<file path="config.mk">
export PLATFORM = sky130hd
export DESIGN_NAME = mac_reg_responder
export DESIGN_NICKNAME = d
export VERILOG_FILES = /design/src/rtl/mac_reg_responder.sv
export SDC_FILE = /design/constraint.sdc
export NUM_CORES = 1
export LEC_CHECK = 0
export CAP_MARGIN = 20
export CORE_ASPECT_RATIO = 1.4
export CORE_MARGIN = 2
export CORE_UTILIZATION = 48
export CTS_BUF_LIST = sky130_fd_sc_hd__clkbuf_8
export DETAILED_ROUTE_END_ITERATION = 16
export PLACE_DENSITY = 0.78
export SETUP_SLACK_MARGIN = 0.05
export SLEW_MARGIN = 20
export SYNTH_ARGS = -nofsm -noshare
export SYNTH_HDL_FRONTEND = slang
export SYNTH_SLANG_ARGS = --single-unit
</file>
<file path="constraint.sdc">
create_clock -name clk -period 3.5 [get_ports clk]
set_input_delay 0.7 -clock clk [delete_from_list [all_inputs] [get_ports clk]]
set_output_delay 0.7 -clock clk [all_outputs]
set_load 0.03 [all_outputs]
</file>
<file path="src/rtl/mac_reg_responder.sv">
// MAC configuration register responder: local config registers with a self-clearing
// software-reset bit, plus a window at 0x80-0x9F forwarded to an external PHY engine.
`timescale 1ns/1ps
module mac_reg_responder #(
   parameter logic [31:0] REV             = 32'h0000_0901,
   parameter int          SW_RESET_CYCLES = 16,
   parameter int          PHY_TIMEOUT     = 1024
) (
   input  logic         clk,
   input  logic         rst,
   input  logic [7:0]   reg_addr,
   input  logic         reg_rd,
   input  logic         reg_wr,
   input  logic [31:0]  reg_writedata,
   output logic [31:0]  reg_readdata,
   output logic         reg_busy,
   output logic [31:0]  cfg_command,
   output logic [47:0]  cfg_mac_addr,
   output logic [127:0] cfg_fifo_thr,
   output logic         phy_req,
   output logic         phy_wr,
   output logic [4:0]   phy_dev,
   output logic [4:0]   phy_reg,
   output logic [15:0]  phy_wdata,
   input  logic [15:0]  phy_rdata,
   input  logic         phy_done
);

   typedef enum logic [1:0] {IDLE, LOCAL, PHY_WAIT, RECOVER} state_t;

   state_t      state;
   state_t      state_nxt;

   // Request captured in IDLE; the requester may change its inputs afterwards.
   logic        op_wr;
   logic [7:0]  op_addr;
   logic [31:0] op_wdata;

   logic        req;
   logic        phy_win;
   logic        phy_timeout;
   logic [15:0] phy_cnt;

   logic [31:0] scratch;
   logic [31:0] mac_0;
   logic [15:0] mac_1;
   logic [31:14] cmd_hi;
   logic [12:0] cmd_lo;
   logic [7:0]  sw_cnt;
   logic [15:0] thr [8];
   logic [4:0]  mdio_addr0;

   logic        thr_sel;
   logic [2:0]  thr_idx;
   logic        local_wr;
   logic [31:0] local_rdata;

   assign req         = reg_wr | reg_rd;
   assign phy_win     = (reg_addr[7:5] == 3'b100);
   assign phy_timeout = (phy_cnt == 16'(PHY_TIMEOUT - 1));
   assign thr_sel     = (op_addr >= 8'd7) && (op_addr <= 8'd14);
   assign thr_idx     = 3'(op_addr - 8'd7);
   assign local_wr    = (state == LOCAL) && op_wr;

   assign reg_busy     = (state == LOCAL) || (state == PHY_WAIT);
   // The software-reset bit is exactly "countdown still running".
   assign cfg_command  = {cmd_hi, (sw_cnt != 8'd0), cmd_lo};
   assign cfg_mac_addr = {mac_1, mac_0};

   for (genvar i = 0; i < 8; i++) begin : g_thr
      assign cfg_fifo_thr[i*16 +: 16] = thr[i];
   end

   always_ff @(posedge clk) begin
      if (rst) state <= IDLE;
      else     state <= state_nxt;
   end

   always_comb begin
      // NOTE: default first so every path assigns state_nxt; a missing branch would infer a latch.
      state_nxt = state;
      case (state)
         IDLE:     if (req) state_nxt = phy_win ? PHY_WAIT : LOCAL;
         LOCAL:    state_nxt = RECOVER;
         PHY_WAIT: if (phy_done || phy_timeout) state_nxt = RECOVER;
         RECOVER:  state_nxt = IDLE;
         default:  state_nxt = IDLE;
      endcase
   end

   always_ff @(posedge clk) begin
      if (rst) begin
         op_wr     <= 1'b0;
         op_addr   <= '0;
         op_wdata  <= '0;
         phy_cnt   <= '0;
         phy_req   <= 1'b0;
         phy_wr    <= 1'b0;
         phy_dev   <= '0;
         phy_reg   <= '0;
         phy_wdata <= '0;
      end else begin
         phy_req <= 1'b0;
         if (state == IDLE) begin
            op_wr    <= reg_wr;
            op_addr  <= reg_addr;
            op_wdata <= reg_writedata;
            phy_cnt  <= '0;
            if (req && phy_win) begin
               phy_req   <= 1'b1;
               phy_wr    <= reg_wr;
               phy_dev   <= mdio_addr0;
               phy_reg   <= reg_addr[4:0];
               phy_wdata <= reg_writedata[15:0];
            end
         end else if (state == PHY_WAIT) begin
            phy_cnt <= phy_cnt + 16'd1;
         end
      end
   end

   always_ff @(posedge clk) begin
      if (rst) begin
         scratch    <= '0;
         mac_0      <= '0;
         mac_1      <= '0;
         cmd_hi     <= '0;
         cmd_lo     <= '0;
         sw_cnt     <= '0;
         mdio_addr0 <= '0;
         // NOTE: the threshold array is eight plain flops, not a RAM, so it is reset like the rest.
         for (int i = 0; i < 8; i++) thr[i] <= '0;
      end else begin
         if (sw_cnt != 8'd0) sw_cnt <= sw_cnt - 8'd1;
         if (local_wr) begin
            case (op_addr)
               8'd1: scratch <= op_wdata;
               8'd2: begin
                  cmd_hi <= op_wdata[31:14];
                  cmd_lo <= op_wdata[12:0];
                  // NOTE: the later non-blocking assignment to the same bits wins, overriding the plain store.
                  if (op_wdata[13]) begin
                     cmd_lo[1:0] <= 2'b00;
                     sw_cnt      <= 8'(SW_RESET_CYCLES);
                  end
               end
               8'd3:  mac_0      <= op_wdata;
               8'd4:  mac_1      <= op_wdata[15:0];
               8'd15: mdio_addr0 <= op_wdata[4:0];
               default: if (thr_sel) thr[thr_idx] <= op_wdata[15:0];
            endcase
         end
      end
   end

   always_comb begin
      local_rdata = '0;
      case (op_addr)
         8'd0:    local_rdata = REV;
         8'd1:    local_rdata = scratch;
         8'd2:    local_rdata = cfg_command;
         8'd3:    local_rdata = mac_0;
         8'd4:    local_rdata = {16'h0, mac_1};
         8'd15:   local_rdata = {27'h0, mdio_addr0};
         default: if (thr_sel) local_rdata = {16'h0, thr[thr_idx]};
      endcase
   end

   // Read data only moves when a read completes; writes leave the last value visible.
   always_ff @(posedge clk) begin
      if (rst) begin
         reg_readdata <= '0;
      end else if (!op_wr) begin
         if (state == LOCAL) begin
            reg_readdata <= local_rdata;
         end else if (state == PHY_WAIT) begin
            if (phy_done)         reg_readdata <= {16'h0, phy_rdata};
            else if (phy_timeout) reg_readdata <= 32'h0000_FFFF;
         end
      end
   end

endmodule

</file>
* After elaboration in Yosys (flattened, before gate mapping) *
Memories as Yosys holds them, arrays and structs flattened.
Cells that the tools add are included.
Widths: inputs -> output; s select.

word-level totals
  flip-flop bits (word level) = 243
  memory bits (writable) = 128
  bits of input ports = 61
  output and inout port bits = 269
  memories kept = 1

memory list
  memory  depth  bits a word  read ports  clocked after Yosys merged registers in  wr ports  RTL line  RTL
  thr     8      16           9           0                                        8         50        logic [15:0] thr [8];

cells by class
  add/sub/neg operators = 3
  magnitude comparators = 2
  equal/unequal tests = 12
  muxes and demuxes = 26
  bitwise logic cells = 3
  reduce and logical (&&, ||, !) cells = 22

operators by type and width
  kind                   number
  $pmux 32 s6            1
  $mux 32                4
  $mux 16                2
  $mux 8                 4
  $add 16x1->16 const B  1
  $eq 16x10->1 const B   1
  $eq 8x2->1 const B     2
  $reduce_or 16->1       1
  $reduce_and 2->1       7
  $mux 1                 9
  $eq 8x1->1 const B     1
  $eq 8x3->1 const B     1
  $eq 8x4->1 const B     1
  $ge 8x3->1 const B     1
  $le 8x4->1 const B     1
  $logic_not 8->1        1
  $mux 2                 4
  $pmux 2 s4             1
  $reduce_bool 8->1      1
  $sub 8x1->8 const B    1
  $reduce_or 5->1        1
  $eq 2x2->1 const B     2
  $reduce_or 2->1        2
  $eq 3x3->1 const B     1
  13 further kinds       17

* Logic depth before layout (Yosys ltp) *
  word-level depth = 9
  gate-level depth with buffers = 11

* Worst setup path before layout *
OpenSTA, ideal clock, no wires.

  path kind = reg2reg
  from = reg op_addr[0]
  to = reg reg_readdata[15]
  arrival time = 3.312 ns
  data required time = 3.372 ns
  slack = 0.059 ns
  stages on the path, launching flop included = 12
  cell sequence = dfxtp_1 > clkbuf_1 > clkinv_1 > ha_1 > buf_2 > buf_1 > clkbuf_1 > mux4_2 > nand2_1 > nand2_1 > a221oi_1 > o22ai_1

between the ends
  cells in the longest elaborated chain, start to end = 5
  elaborated cells between the ends (all ways) = 14
  those cells by class = 1 x add/sub; 2 x order compare; 5 x eq/ne; 3 x mux; 2 x reduce/logical; 1 x memory

ends and longest elaborated chain
  what                                                      RTL line  RTL
  start, declared                                           36        logic [7:0] op_addr;
  start signal, assigned                                    106       op_addr <= reg_addr;
  $sub 3x3->3 (tied with other cells)                       62        assign thr_idx = 3'(op_addr - 8'd7);
  $mem_v2 8x16 / $logic_and 1x1->1 (equally long branches)  -
  $mux 16                                                   165       default: if (thr_sel) local_rdata = {16'h0, thr[thr_idx]};
  $pmux 32 s6 *                                             158       case (op_addr)
  $mux 32 *                                                 174       if (state == LOCAL) begin
  end signal, assigned                                      175       reg_readdata <= local_rdata;
  end signal, assigned                                      177       if (phy_done) reg_readdata <= {16'h0, phy_rdata};
  end, declared                                             15        output logic [31:0] reg_readdata,

Mark *: on every way between the ends. The rest lies on a longest branch, timed or not.
A chain may end at the register's enable or synchronous reset.

* Worst setup path after layout *
  from = reg sw_cnt[0]
  to = out cfg_command[13]

between the ends
  cells in the longest elaborated chain, start to end = 1

ends and longest elaborated chain
  what                    RTL line  RTL
  start, declared         49        logic [7:0] sw_cnt;
  start signal, assigned  134       if (sw_cnt != 8'd0) sw_cnt <= sw_cnt - 8'd1;
  start signal, assigned  144       sw_cnt <= 8'(SW_RESET_CYCLES);
  $reduce_bool 8->1       67        assign cfg_command = {cmd_hi, (sw_cnt != 8'd0), cmd_lo};
  end, declared           17        output logic [31:0] cfg_command,

Every way passes these cells.

==> impl_metrics.toml <==
[clock_network]
root_buffer = "clkbuf_8"
post_cts_buffers = 0
cts_sinks = 371
clk_latency_ns = 0.64
cts_buffer_depth = 3
cts_tree = "built"
htree_levels = 2
cts_buffers = 57
hold_buffers = 0
clkSlewWorstSetupHoldPaths_ns = 0.06

[floorplan]
dieArea_um2 = 34600
start_util_pct = 48.9
die_height_um = 219
coreArea_um2 = 32500
fp-row-count = 78
die_x_um = 158
ios = 330

[hold_path]
whs_path_depth = 2
hold_class = "in2reg"
min_from = "rst"
min_to = "state[0]"

[place]
hpwl_mm = 37.9
port_buffers = 329
gp_congestion = 0.914

[critical_path]
critPathKind = "reg2out"
reg2reg_to = "thr[6][13]"
path_cells = "inv_1 -> ha_1 -> or3b_2 -> or3_1 -> dlygate4sd2_1"
critical_path_arrival_ns = 2.51
crit_buf_inv = 2
crit_path_max_incr_delay_ns = 0.49
r2r_start = "op_addr[0]"
worstPathRequired_ns = 2.80
crit_path_start_kind = "flip-flop"
crit_family = "simple AND/OR/NAND/NOR gates"
r2r_slack_ns = 0.44
reg2regPathDepth = 6
cpMaxStageDelayCell = "or3b_2"
cp_max_fo = 6
crit_path_end_kind = "output port"

[grt]
grt_pass1_vias = 13100
busiest_layer = "met2"
grtUsageMet2_pct = 52.2
grt_usage_pct = 30.1
grt_overflow = 0
gr-usage-met1_pct = 35.7
use_met3_pct = 7.07
grt_first_pass_wirelength_mm = 78.0
grt_max_degree = 191
antenna_found_initial = 0

[cells_and_area]
fin_util_pct = 64.0
top_register = "thr"
final.fill_count = 2633
largest_reg_flops = 128
drive_gt1_share_pct = 10.1
final_nets = 1929
seq_area_um2 = 8710
multi_input_area_um2 = 6630
area_growth_pct = 31.0

[timing]
final-setup-viol-count = 0
period_minus_slack_ns = 3.21
grt_setup_unrepaired = "no"
period_share_pct = 91.7
worst_pin_slew_ns = 1.04
setup_tns_ns = 0
fmax_mhz = 311
drv_slew = 0
worst_clock_skew_ns = 0.0313
slew_headroom_pct = 29.1
fin_worst_hold_slack_ns = 0.441
hold_violations = 0

[routing]
wl_mm = 53.1
first_pass_iters = 6
vias = 13500
drtIter0Drc = 1290
drc = 0
final_antenna_net_count = 0
wl_per_cell_um = 22.7
avgViaCountPerCell = 5.75

[power]
p_sw_mw = 4.40
internal_power_mw = 8.28
comb_power_share_pct = 28.2
power_density_nw_per_um2 = 610
power_frac_clock_pct = 30.1
switching_share_pct = 34.7
total_power_mw = 12.7
p_leak_nw = 7.46
pwr-share-seq_pct = 41.7
vdd_drop_max_uv = 350

[yosys]
synth_cell_type_count = 66
syn_avg_cell_area_um2 = 10.2
synth.most_common_cell = "nand2_1"
synthesis.nets = 1624
synthTopCellsByArea = "dfxtp_1 31%, edfxtp_1 24%, nand2_1 6.5%"
yosysWarnings = 0
synth_edf_count = 128
synthFlopType = "dfxtp_1"
synth_cells = 1553
ys_seq_area_share_pct = 54.9
ys_top_cells_by_count = "276 x nand2_1, 243 x dfxtp_1, 147 x a21oi_1"
syn_area_um2 = 15900
synth_top_cell_by_area = "dfxtp_1"
ys_ff_latch = 371
async_flop_share_pct = 0
yosysTopAreaCellShare_pct = 30.6

[run_status]
status = "finished, final reports clean"

[run]
cap_violations = 0
-- routing by layer --
metal  wire, µm  vias to the layer above
li1           -                     6078
met2      26500                      779
met4       1920                        0
met5          0                        -
met1      19300                     6479
met3       5390                      134
-- stage by stage --
step / cell area, µm² / instances / setup WS, ns
finish: 20800 / 2343 / 0.290
global route: 20800 / 2342 / 0.215
CTS: 20800 / 2342 / 0.265
detailed placement: 19600 / 2239 / 0.463
global placement: 19600 / 2239 / 0.529
floorplan: 15900 / 1553 / 0.0594
-- layout make-up --
cell class / count / area share, %
Clock inverter: 38 / 1.44
Multi-Input combinational cell: 1040 / 31.9
Clock buffer: 65 / 4.30
Antenna cell: 1 / 0.0120
Sequential cell: 371 / 41.9
Timing Repair Buffer: 372 / 17.5
Tap cell: 440 / 2.65
Inverter: 16 / 0.289
-- what timing repair did --
item,CTS,global route
hold endpoints to repair,0,0
gates resized for setup,1,0
setup endpoints to repair,1,0
-- layout by cell type, fill, tap and decap left out, drive strengths merged, types with 9 or more instances in the layout --
cell	count
a21oi	147
a222oi	29
a2bb2oi	17
and2	131
buf	44
clkbuf	65
clkdlybuf4s50	327
clkinv	14
dfxtp	243
edfxtp	128
ha	10
inv	34
mux2i	74
mux4	31
nand2	276
nand3	14
nor2	127
nor3	17
nor4	9
o21ai	19
o221ai	13
or2	10
xnor2	11
xor2	11
-- power groups by stage --
stage          logic (mW)  clock network, mW  registers, mW
5_1_grt              3.79               4.02           5.32
3_5_place_dp         3.54                  0           5.36
4_1_cts              3.55               3.85           5.27
6_report             3.58               3.81           5.29
3_3_place_gp         3.49                  0           5.34
2_1_floorplan        2.23                  0           5.36
-- worst max path at each step --
stage	endpoint	from	cells after the start
final	cfg_command[13]	sw_cnt[0]	5
after global placement	thr[6][9]	op_addr[0]	6
after floorplan	reg_readdata[15]	op_addr[0]	11
after detailed placement	thr[6][9]	op_addr[0]	6
after CTS	cfg_command[13]	sw_cnt[0]	5
after global routing	cfg_command[13]	sw_cnt[0]	5
-- kinds of logic after synthesis --
family / synth area share [%]
DFF: 54.9
buffers and inverters: 3.61
and+or+nand+nor: 18.9
adders and majority gates: 0.788
muxes: 9.35
AOI/OAI and AO/OA: 11.3
xor gates and xnor gates: 1.21
Note: power is estimated with default switching activity, not from simulation.
